$ cat config.mk
export PLATFORM = sky130hd
export DESIGN_NAME = nrad_reconstructor
export DESIGN_NICKNAME = d
export VERILOG_FILES = /design/src/rtl/nrad_reconstructor.sv
export SDC_FILE = /design/constraint.sdc
export NUM_CORES = 1
export LEC_CHECK = 0
export BUFFER_PORTS_ARGS = -buffer_cell sky130_fd_sc_hd__buf_2
export CAP_MARGIN = 20
export CORE_MARGIN = 2
export CORE_UTILIZATION = 45
export DETAILED_ROUTE_END_ITERATION = 10
export GPL_ROUTABILITY_DRIVEN = 0
export GPL_TIMING_DRIVEN = 0
export PLACE_DENSITY = 0.67
export SETUP_SLACK_MARGIN = 0.2
export SYNTH_ARGS = -nofsm -noshare
export SYNTH_HDL_FRONTEND = slang
export SYNTH_SLANG_ARGS = --single-unit
$ cat constraint.sdc
create_clock -name clk -period 2.1 [get_ports clk]
set_input_delay 0.42 -clock clk [delete_from_list [all_inputs] [get_ports clk]]
set_output_delay 0.42 -clock clk [all_outputs]
set_load 0.005 [all_outputs]
$ cat src/rtl/nrad_reconstructor.sv
// -----------------------------------------------------------------------------
// nrad_reconstructor
//
// Sequential radix-2 shift-and-add multiply-accumulate that rebuilds a dividend
// from a divider result: X = Q*Y + R. This is the inverse path of the
// non-restoring array divider. It is used to self-check divider outputs.
//
// One quotient bit is consumed per clock. The latency is fixed at WQ
// iterations, with no early exit for a zero multiplier. Operands are captured
// when start is accepted, so they may change while busy.
//
// Parameters:
//   WQ     quotient width (>= 1)
//   WY     divisor width (>= 1); the remainder has the same width
//
// Ports:
//   clk    rising-edge clock
//   reset  asynchronous active-high reset; abandons any operation in flight
//   start  request, sampled only in IDLE
//   Q      quotient operand (multiplier)
//   Y      divisor operand (multiplicand)
//   R      remainder operand (accumulator seed)
//   X      reconstructed dividend; valid with done, held until the next accept
//   busy   high while iterating
//   done   one-cycle completion pulse
//   err    operand-consistency flag (Y==0 or R>=Y); informational only,
//          valid with done and held alongside X
// -----------------------------------------------------------------------------
module nrad_reconstructor #(
   parameter int WQ = 3,
   parameter int WY = 2
) (
   input  logic             clk,
   input  logic             reset,
   input  logic             start,
   input  logic [WQ-1:0]    Q,
   input  logic [WY-1:0]    Y,
   input  logic [WY-1:0]    R,
   output logic [WQ+WY-1:0] X,
   output logic             busy,
   output logic             done,
   output logic             err
);

   // The largest result is (2^WY-1)*2^WQ, which fits in WQ+WY bits.
   // The accumulator therefore needs no carry-out.
   localparam int WX = WQ + WY;
   localparam int CW = (WQ > 1) ? $clog2(WQ) : 1;
   localparam logic [CW-1:0] LAST = CW'(WQ - 1);

   typedef enum logic [1:0] {
      IDLE = 2'd0,
      BUSY = 2'd1,
      DONE = 2'd2
   } state_t;

   state_t          state;
   state_t          state_nxt;

   logic [WX-1:0]   acc;
   logic [WX-1:0]   mcand;
   logic [WX-1:0]   acc_sum;
   logic [WQ-1:0]   mplier;
   logic [CW-1:0]   count;
   logic            err_r;

   logic            load;   // accept an operation this edge
   logic            step;   // perform one iteration this edge
   logic            last;   // this iteration is the final one

   // ---------------------------------------------------------------------------
   // State register
   // ---------------------------------------------------------------------------
   // NOTE: sequential state uses non-blocking assignments only. With
   // non-blocking assignments, every register samples pre-edge values,
   // regardless of process order.
   always_ff @(posedge clk or posedge reset) begin
      if (reset) state <= IDLE;
      else       state <= state_nxt;
   end

   // ---------------------------------------------------------------------------
   // Next-state logic
   // ---------------------------------------------------------------------------
   // NOTE: each combinational output gets a default value before the case.
   // Otherwise, a path that does not assign it would infer a latch.
   always_comb begin
      state_nxt = state;
      case (state)
         IDLE:    if (start) state_nxt = BUSY;
         BUSY:    if (count == LAST) state_nxt = DONE;
         DONE:    state_nxt = IDLE;
         default: state_nxt = IDLE;
      endcase
   end

   // ---------------------------------------------------------------------------
   // Control decode
   // ---------------------------------------------------------------------------
   always_comb begin
      load = 1'b0;
      step = 1'b0;
      last = 1'b0;
      case (state)
         IDLE: load = start;
         BUSY: begin
            step = 1'b1;
            last = (count == LAST);
         end
         default: ;
      endcase
   end

   // This is the partial-product add for the current multiplier LSB.
   // On the final iteration, this value is also the result.
   assign acc_sum = acc + (mplier[0] ? mcand : '0);

   // ---------------------------------------------------------------------------
   // Datapath and registered outputs
   // ---------------------------------------------------------------------------
   // NOTE: every register here is reset, not just the control state. A reset
   // mid-operation then leaves no stale partial result that could leak into X.
   always_ff @(posedge clk or posedge reset) begin
      if (reset) begin
         acc    <= '0;
         mcand  <= '0;
         mplier <= '0;
         count  <= '0;
         err_r  <= 1'b0;
         X      <= '0;
         busy   <= 1'b0;
         done   <= 1'b0;
         err    <= 1'b0;
      end else begin
         // done is high only on the edge that completes the final iteration.
         done <= last;

         if (load) begin
            acc    <= {{WQ{1'b0}}, R};
            mcand  <= {{WQ{1'b0}}, Y};
            mplier <= Q;
            count  <= '0;
            err_r  <= (Y == '0) | (R >= Y);
            busy   <= 1'b1;
         end

         if (step) begin
            acc    <= acc_sum;
            mcand  <= mcand << 1;
            mplier <= mplier >> 1;
            count  <= count + CW'(1);
            if (last) begin
               X    <= acc_sum;
               err  <= err_r;
               busy <= 1'b0;
            end
         end
      end
   end

endmodule

==> results.ini, run 1 <==
[sta]
final.setup.tns_ns=0
relSlewSlack_pct=76.2
fin_crit_sh_pct=93.9
setup-violations-final=0
tightest_slew_ns=0.357
slew_violations=0
post-route-min-period_ns=1.97
worst_slack_ns=0.128
skew_ns=0.00709
fmax_mhz=507
rsz0062_at_grt=true
finalHoldViolations=0

[critical_path]
crit_end=X[4]
end_kind=flip-flop
reg2reg_depth=8
worstPathCellList=and2_4 -> ha_4 -> inv_2 -> fa_2 -> nand2b_4 -> a21oi_4 -> xnor3_1 -> mux2_4
path_buf_inv=1
crit_required_ns=2.32
crit_cells=8
rrSetupSlack_ns=0.13
path_delay_family=adder cells
worstSetupPathType=flip-flop to flip-flop
crit_arrival_ns=2.19
slowest_delay_ns=0.40
regToRegStartpoint=mplier[0]
critPathLaunchType=flip-flop
startpoint=mplier[0]
reg2reg_to=X[4]
cp_slowest_cell=dfrtp_2
crit_path_max_fanout=3

[final_layout]
syn_to_final_growth_pct=19.5
design_area_mm2=0.00163
final_util_pct=57.7
fill_cells=245
drive_gt1_share_pct=28.2
num_antenna_cells=0
nNetsFinal=182

[synthesis]
ys_top_cells_by_area=dfrtp_1, ha_1, o21ai_0
synth_edf_count=0
postSynthAreaPerCell_um2=10.2
yosys_warnings=0
synth_async_sr_flop_share_pct=100
synthTopCellsByCount=dfrtp_1, o21ai_0, nand2_1
synth.yosys.seq_area_share_pct=47.7
yosysMostFrequentCell=dfrtp_1
synth_fp_nets=152
netlist_instances=134
post-synth-top-area-cell=dfrtp_1
synthesis.area_mm2=0.00137
ys.flop_type=dfrtp_1
ys_seq_elements=26
yosysTopAreaCellShare_pct=47.7
yosysUniqueCellTypes=28

[clocking]
clock_path_buffers=2
clkTransAtPathRegs_ns=0.14
cts_tree=done
cts_root_buf=clkbuf_4
insertion_delay_ns=0.31
cts_buffers=3
cts.sinks=26
htree_levels=1

[power]
max-vdd-ir-drop_mv=0.566
p_total_w=0.00190
power.density_mw_per_mm2=1160
p_leak_nw=0.824

[detailed_routing]
firstDrtPassIters=4
wl_um=2720
post_drt_via_cell_ratio=5.48
drt_iter0_drc=32
ant_nets=0
num_vias=1063
drc_errors=0
wl_per_cell_um=14.0

[grt]
antenna_found_initial=0
top_usage_layer=met2
grt_pass1_vias=1001
grt_first_pass_wirelength_um=4850
grt_max_degree=27
grt_use_met2_pct=30.3
overflow=0
met1_usage_pct=25.5
gr-usage-all-layers_pct=18.1
gr-usage-met3_pct=1.97

[floorplanning]
die_x_um=59.1
core_area_mm2=0.00283
die_height_um=59.1
start_util_pct=48.3
die-area_mm2=0.00349
rows=19
ios=18

[placement]
place_area_mm2=0.00149
port-buffer-count=16
dp_hpwl_um=1950
dp_slack_ns=-0.111

[hold_path]
hold_path_depth=3
min_from=Q[1]
hold_path.class=input pin to flip-flop

[flow_run]
maxCapViolCount=0

[outcome]
status=completed

==> repair_timing <==
action / CTS / global route
setup endpoints to repair: 2 / 4
hold buffers: 0 / 1
resized for setup: 7 / 0
pin swaps: 2 / 2
hold endpoints to repair: 0 / 2
setup buffers: 6 / 1
==> state kept, by name, summed over array words and instances, names as in the netlist <==
name    cells
count       2
done        1
state       2
acc         5
mcand       5
err         1
err_r       1
mplier      3
X           5
busy        1
==> layer usage <==
| metal | vias to the layer above | wire length, µm |
|---|---|---|
| met4 | 0 | 12 |
| li1 | 514 | - |
| met1 | 528 | 1250 |
| met2 | 19 | 1390 |
| met3 | 2 | 74 |
| met5 | - | 0 |
==> cell families (layout without fill, tap and decap cells) <==
family | count (synthesis) | after routing | share of synthesized area, %
AOI/OAI and AO/OA | 40 | 40 | 18.5
xor gates and xnor gates | 4 | 4 | 3.57
adders and majority gates | 8 | 8 | 7.88
buffers and inverters | 16 | 45 | 4.86
DFF | 26 | 26 | 47.7
muxes | 5 | 5 | 4.22
and+or+nand+nor | 35 | 35 | 13.3
==> worst min path at each step <==
stage / to / slack [ns]
3_5_place_dp: X[1] / 0.47
2_1_floorplan: count[1] / 0.45
3_3_place_gp: X[2] / 0.46
6_report: mplier[1] / 0.39
5_1_grt: mplier[1] / 0.40
4_1_cts: count[1] / 0.34
==> power by group <==
group / internal, W / total, W / leakage, nW / switching, W
sequential: 0.000696 / 0.000822 / 0.332 / 0.000125
clock: 0.000106 / 0.000248 / 0.0210 / 0.000142
combinational: 0.000376 / 0.000827 / 0.472 / 0.000451
total: 0.00118 / 0.00190 / 0.824 / 0.000718
==> placed cells by master, fill, tap and decap left out, types with 2 or more instances in the layout <==
master / n
nor2b_1: 8
a22oi_1: 4
nand2b_1: 2
buf_2: 21
nor2_1: 5
ha_1: 6
a22o_1: 3
clkbuf_4: 3
xor2_1: 3
nand2_1: 14
a21oi_1: 10
buf_4: 7
o21ai_0: 16
inv_1: 10
mux2i_1: 2
dfrtp_1: 25
and2_1: 2
mux2_2: 2
==> worst register-to-register path, cell delays in order (launching register included) <==
cell	delay, ns
dfrtp_2	0.40
and2_4	0.15
ha_4	0.13
inv_2	0.04
fa_2	0.34
nand2b_4	0.16
a21oi_4	0.17
xnor3_1	0.23
mux2_4	0.26
==> metrics by stage <==
| step | cells | hold slack [ns] |
|---|---|---|
| global route | 194 | 0.397 |
| floorplan | 134 | 0.454 |
| detailed placement | 181 | 0.466 |
| global placement | 181 | 0.457 |
| finish | 194 | 0.388 |
| CTS | 191 | 0.342 |
==> cell type report <==
cell class	count	area, µm²	share of cell area [%]
Multi-Input combinational cell	92	668	41.0
Sequential cell	26	652	40.0
Timing Repair Buffer	25	170	10.4
Inverter	11	41.3	2.53
Tap cell	31	38.8	2.38
Clock buffer	4	36.3	2.22
Buffer	5	25.0	1.53
(Power assumes the default switching activity.)
==> run 2: changes to the inputs <==
--- a/config.mk
+++ b/config.mk
@@ -13,6 +13,7 @@
 export GPL_ROUTABILITY_DRIVEN = 0
 export GPL_TIMING_DRIVEN = 0
 export PLACE_DENSITY = 0.67
+export REMOVE_ABC_BUFFERS = 1
 export SETUP_SLACK_MARGIN = 0.2
 export SYNTH_ARGS = -nofsm -noshare
 export SYNTH_HDL_FRONTEND = slang
==> results.ini, run 2 (same netlist as run 1, synthesis figures left out) <==
[grt]
antenna_found_initial=0  ; unchanged
grt_max_degree=27  ; unchanged
overflow=0  ; unchanged
grt_pass1_vias=1011  ; was 1001
grt_first_pass_wirelength_um=4740  ; was 4850 µm
gr-usage-all-layers_pct=17.9  ; was 18.1%

[floorplanning]
rows=19  ; unchanged
start_util_pct=48.3  ; unchanged
die_x_um=59.1  ; unchanged
die_height_um=59.1  ; unchanged
ios=18  ; unchanged
die-area_mm2=0.00349  ; unchanged
core_area_mm2=0.00283  ; unchanged

[final_layout]
syn_to_final_growth_pct=14.5  ; was 19.5%
num_antenna_cells=0  ; unchanged
drive_gt1_share_pct=25.8  ; was 28.2%
final_common_cell=dfrtp_1  ; unchanged
reg.largest.list=X: 5 flops, acc: 5 flops, mcand: 5 flops  ; unchanged
final_cells=186  ; was 194
final_cell_mix=dfrtp_1, buf_2, o21ai_0, nand2_1  ; unchanged
nNetsFinal=175  ; was 182

[critical_path]
critPathLaunchType=flip-flop  ; unchanged
crit_required_ns=2.32  ; about the same
crit_path_max_fanout=2  ; was 3
slowest_delay_ns=0.40  ; about the same
crit_arrival_ns=2.12  ; was 2.19 ns
end_kind=flip-flop  ; unchanged
cp_slowest_cell=dfrtp_2  ; unchanged
worstSetupPathType=flip-flop to flip-flop  ; unchanged
worstPathCellList=and2_4 -> ha_4 -> inv_2 -> fa_2 -> nand2b_4 -> a21oi_4 -> xnor3_1 -> mux2_4  ; unchanged

[clocking]
cts_tree=done  ; unchanged
cts.sinks=26  ; unchanged
htree_levels=1  ; unchanged
clkTransAtPathRegs_ns=0.14  ; about the same
clock_path_buffers=2  ; unchanged
insertion_delay_ns=0.31  ; about the same
cts_buffers=3  ; unchanged
cts_root_buf=clkbuf_4  ; unchanged

[detailed_routing]
wl_per_cell_um=14.3  ; was 14.0 µm
ant_nets=0  ; unchanged
num_vias=1017  ; was 1063
post_drt_via_cell_ratio=5.47  ; was 5.48
firstDrtPassIters=3  ; was 4
drt_iter0_drc=21  ; was 32
wl_um=2650  ; was 2720 µm
drc_errors=0  ; unchanged

[placement]
port-buffer-count=17  ; was 16
dp_slack_ns=-0.0939  ; was -0.111 ns
placed_cells=177  ; was 181
dp_hpwl_um=1870  ; was 1950 µm

[sta]
final.setup.tns_ns=0  ; unchanged
finalHoldViolations=0  ; unchanged
rsz0062_at_grt=true  ; unchanged
slew_violations=0  ; unchanged
fmax_mhz=525  ; was 507 MHz
post-route-min-period_ns=1.90  ; was 1.97 ns
worst_slack_ns=0.197  ; was 0.128 ns
tightest_slew_ns=0.699  ; was 0.357 ns
setup-violations-final=0  ; unchanged
relSlewSlack_pct=53.3  ; was 76.2%
fin_crit_sh_pct=90.6  ; was 93.9%
skew_ns=0.00760  ; was 0.00709 ns

[power]
p_leak_nw=0.783  ; was 0.824 nW
max-vdd-ir-drop_mv=0.675  ; was 0.566 mV
p_switching_w=0.000709  ; was 0.000718 W
power.density_mw_per_mm2=1170  ; was 1160 mW/mm²
pwr-share-seq_pct=47.6  ; was 43.3%
p_clk_share_pct=11.4  ; was 13.1%
p_total_w=0.00183  ; was 0.00190 W
p_int_w=0.00112  ; was 0.00118 W
combPwrFrac_pct=41.0  ; was 43.6%
swShare_pct=38.8  ; was 37.8%

[hold_path]
hold_path.class=input pin to async pin  ; was input pin to flip-flop

[flow_run]
maxCapViolCount=0  ; unchanged

[outcome]
status=completed  ; unchanged

[run 2: critical path: cells and delay by family (launching register included)]
family / cells / cell delay, ns
AND/OR/NAND/NOR: 2 / 0.31
multiplexers: 1 / 0.26
XOR/XNOR: 1 / 0.23
flip-flops: 1 / 0.40
AO/OA/AOI/OAI: 1 / 0.12
adder cells (fa/ha/maj): 2 / 0.46
buffers and inverters: 1 / 0.03
[run 2: final cells by class]
| type | count | area, µm² |
|---|---|---|
| fill | 256 | 1270 |
| multi-input combinational | 92 | 671 |
| sequential | 26 | 652 |
| timing repair buffer | 23 | 138 |
| inverter | 11 | 41.3 |
| tap | 31 | 38.8 |
| clock buffer | 3 | 22.5 |
[run 2: power by group through the flow]
stage	Combinational (W)	Clock (W)	Sequential, W
floorplan	0.000495	0	0.000841
global route	0.000859	0.000239	0.000907
finish	0.000750	0.000208	0.000871
CTS	0.000741	0.000218	0.000872
detailed placement	0.000691	0	0.000883
global placement	0.000662	0	0.000873
[run 2: final timing paths]
| kind | from | end | slack (ns) | depth (start not counted) |
|---|---|---|---|---|
| worst min-delay path | reset | X[2] | 0.12 | 2 |
| min in group clk | Q[0] | mplier[0] | 0.38 | 3 |
| worst max register to register | mplier[0] | X[4] | 0.20 | 8 |
| worst max-delay path | mplier[0] | X[4] | 0.20 | 8 |
| worst min register to register | X[2] | X[2] | 0.49 | 2 |
| max in group asynchronous | reset | mplier[0] | 1.51 | 3 |
[run 2: per-stage QoR]
| stage | hold WS [ns] | util, % | area, µm² |
|---|---|---|---|
| 2_1_floorplan | 0.454 | - | 1340 |
| 3_3_place_gp | 0.457 | 51.7 | 1460 |
| 3_5_place_dp | 0.466 | 51.7 | 1460 |
| 4_1_cts | 0.340 | 54.4 | 1540 |
| 5_1_grt | 0.129 | 55.2 | 1560 |
| 6_report | 0.118 | 55.2 | 1560 |
[run 2: metal layers]
metal  up-vias  track usage [%]  wire length, µm
met3         2             2.62               61
met2        13             29.2             1360
li1        496                -                -
met4         0             4.87               10
met5         -                0                0
met1       506             25.0             1220
[run 2: timing repair]
| item | 4_1_cts | 5_1_grt |
|---|---|---|
| pin swaps | 2 | 2 |
| gates resized for setup | 7 | 2 |
| setup endpoints to repair | 2 | 4 |
| setup buffers | 4 | 1 |
| hold buffers | 0 | 0 |
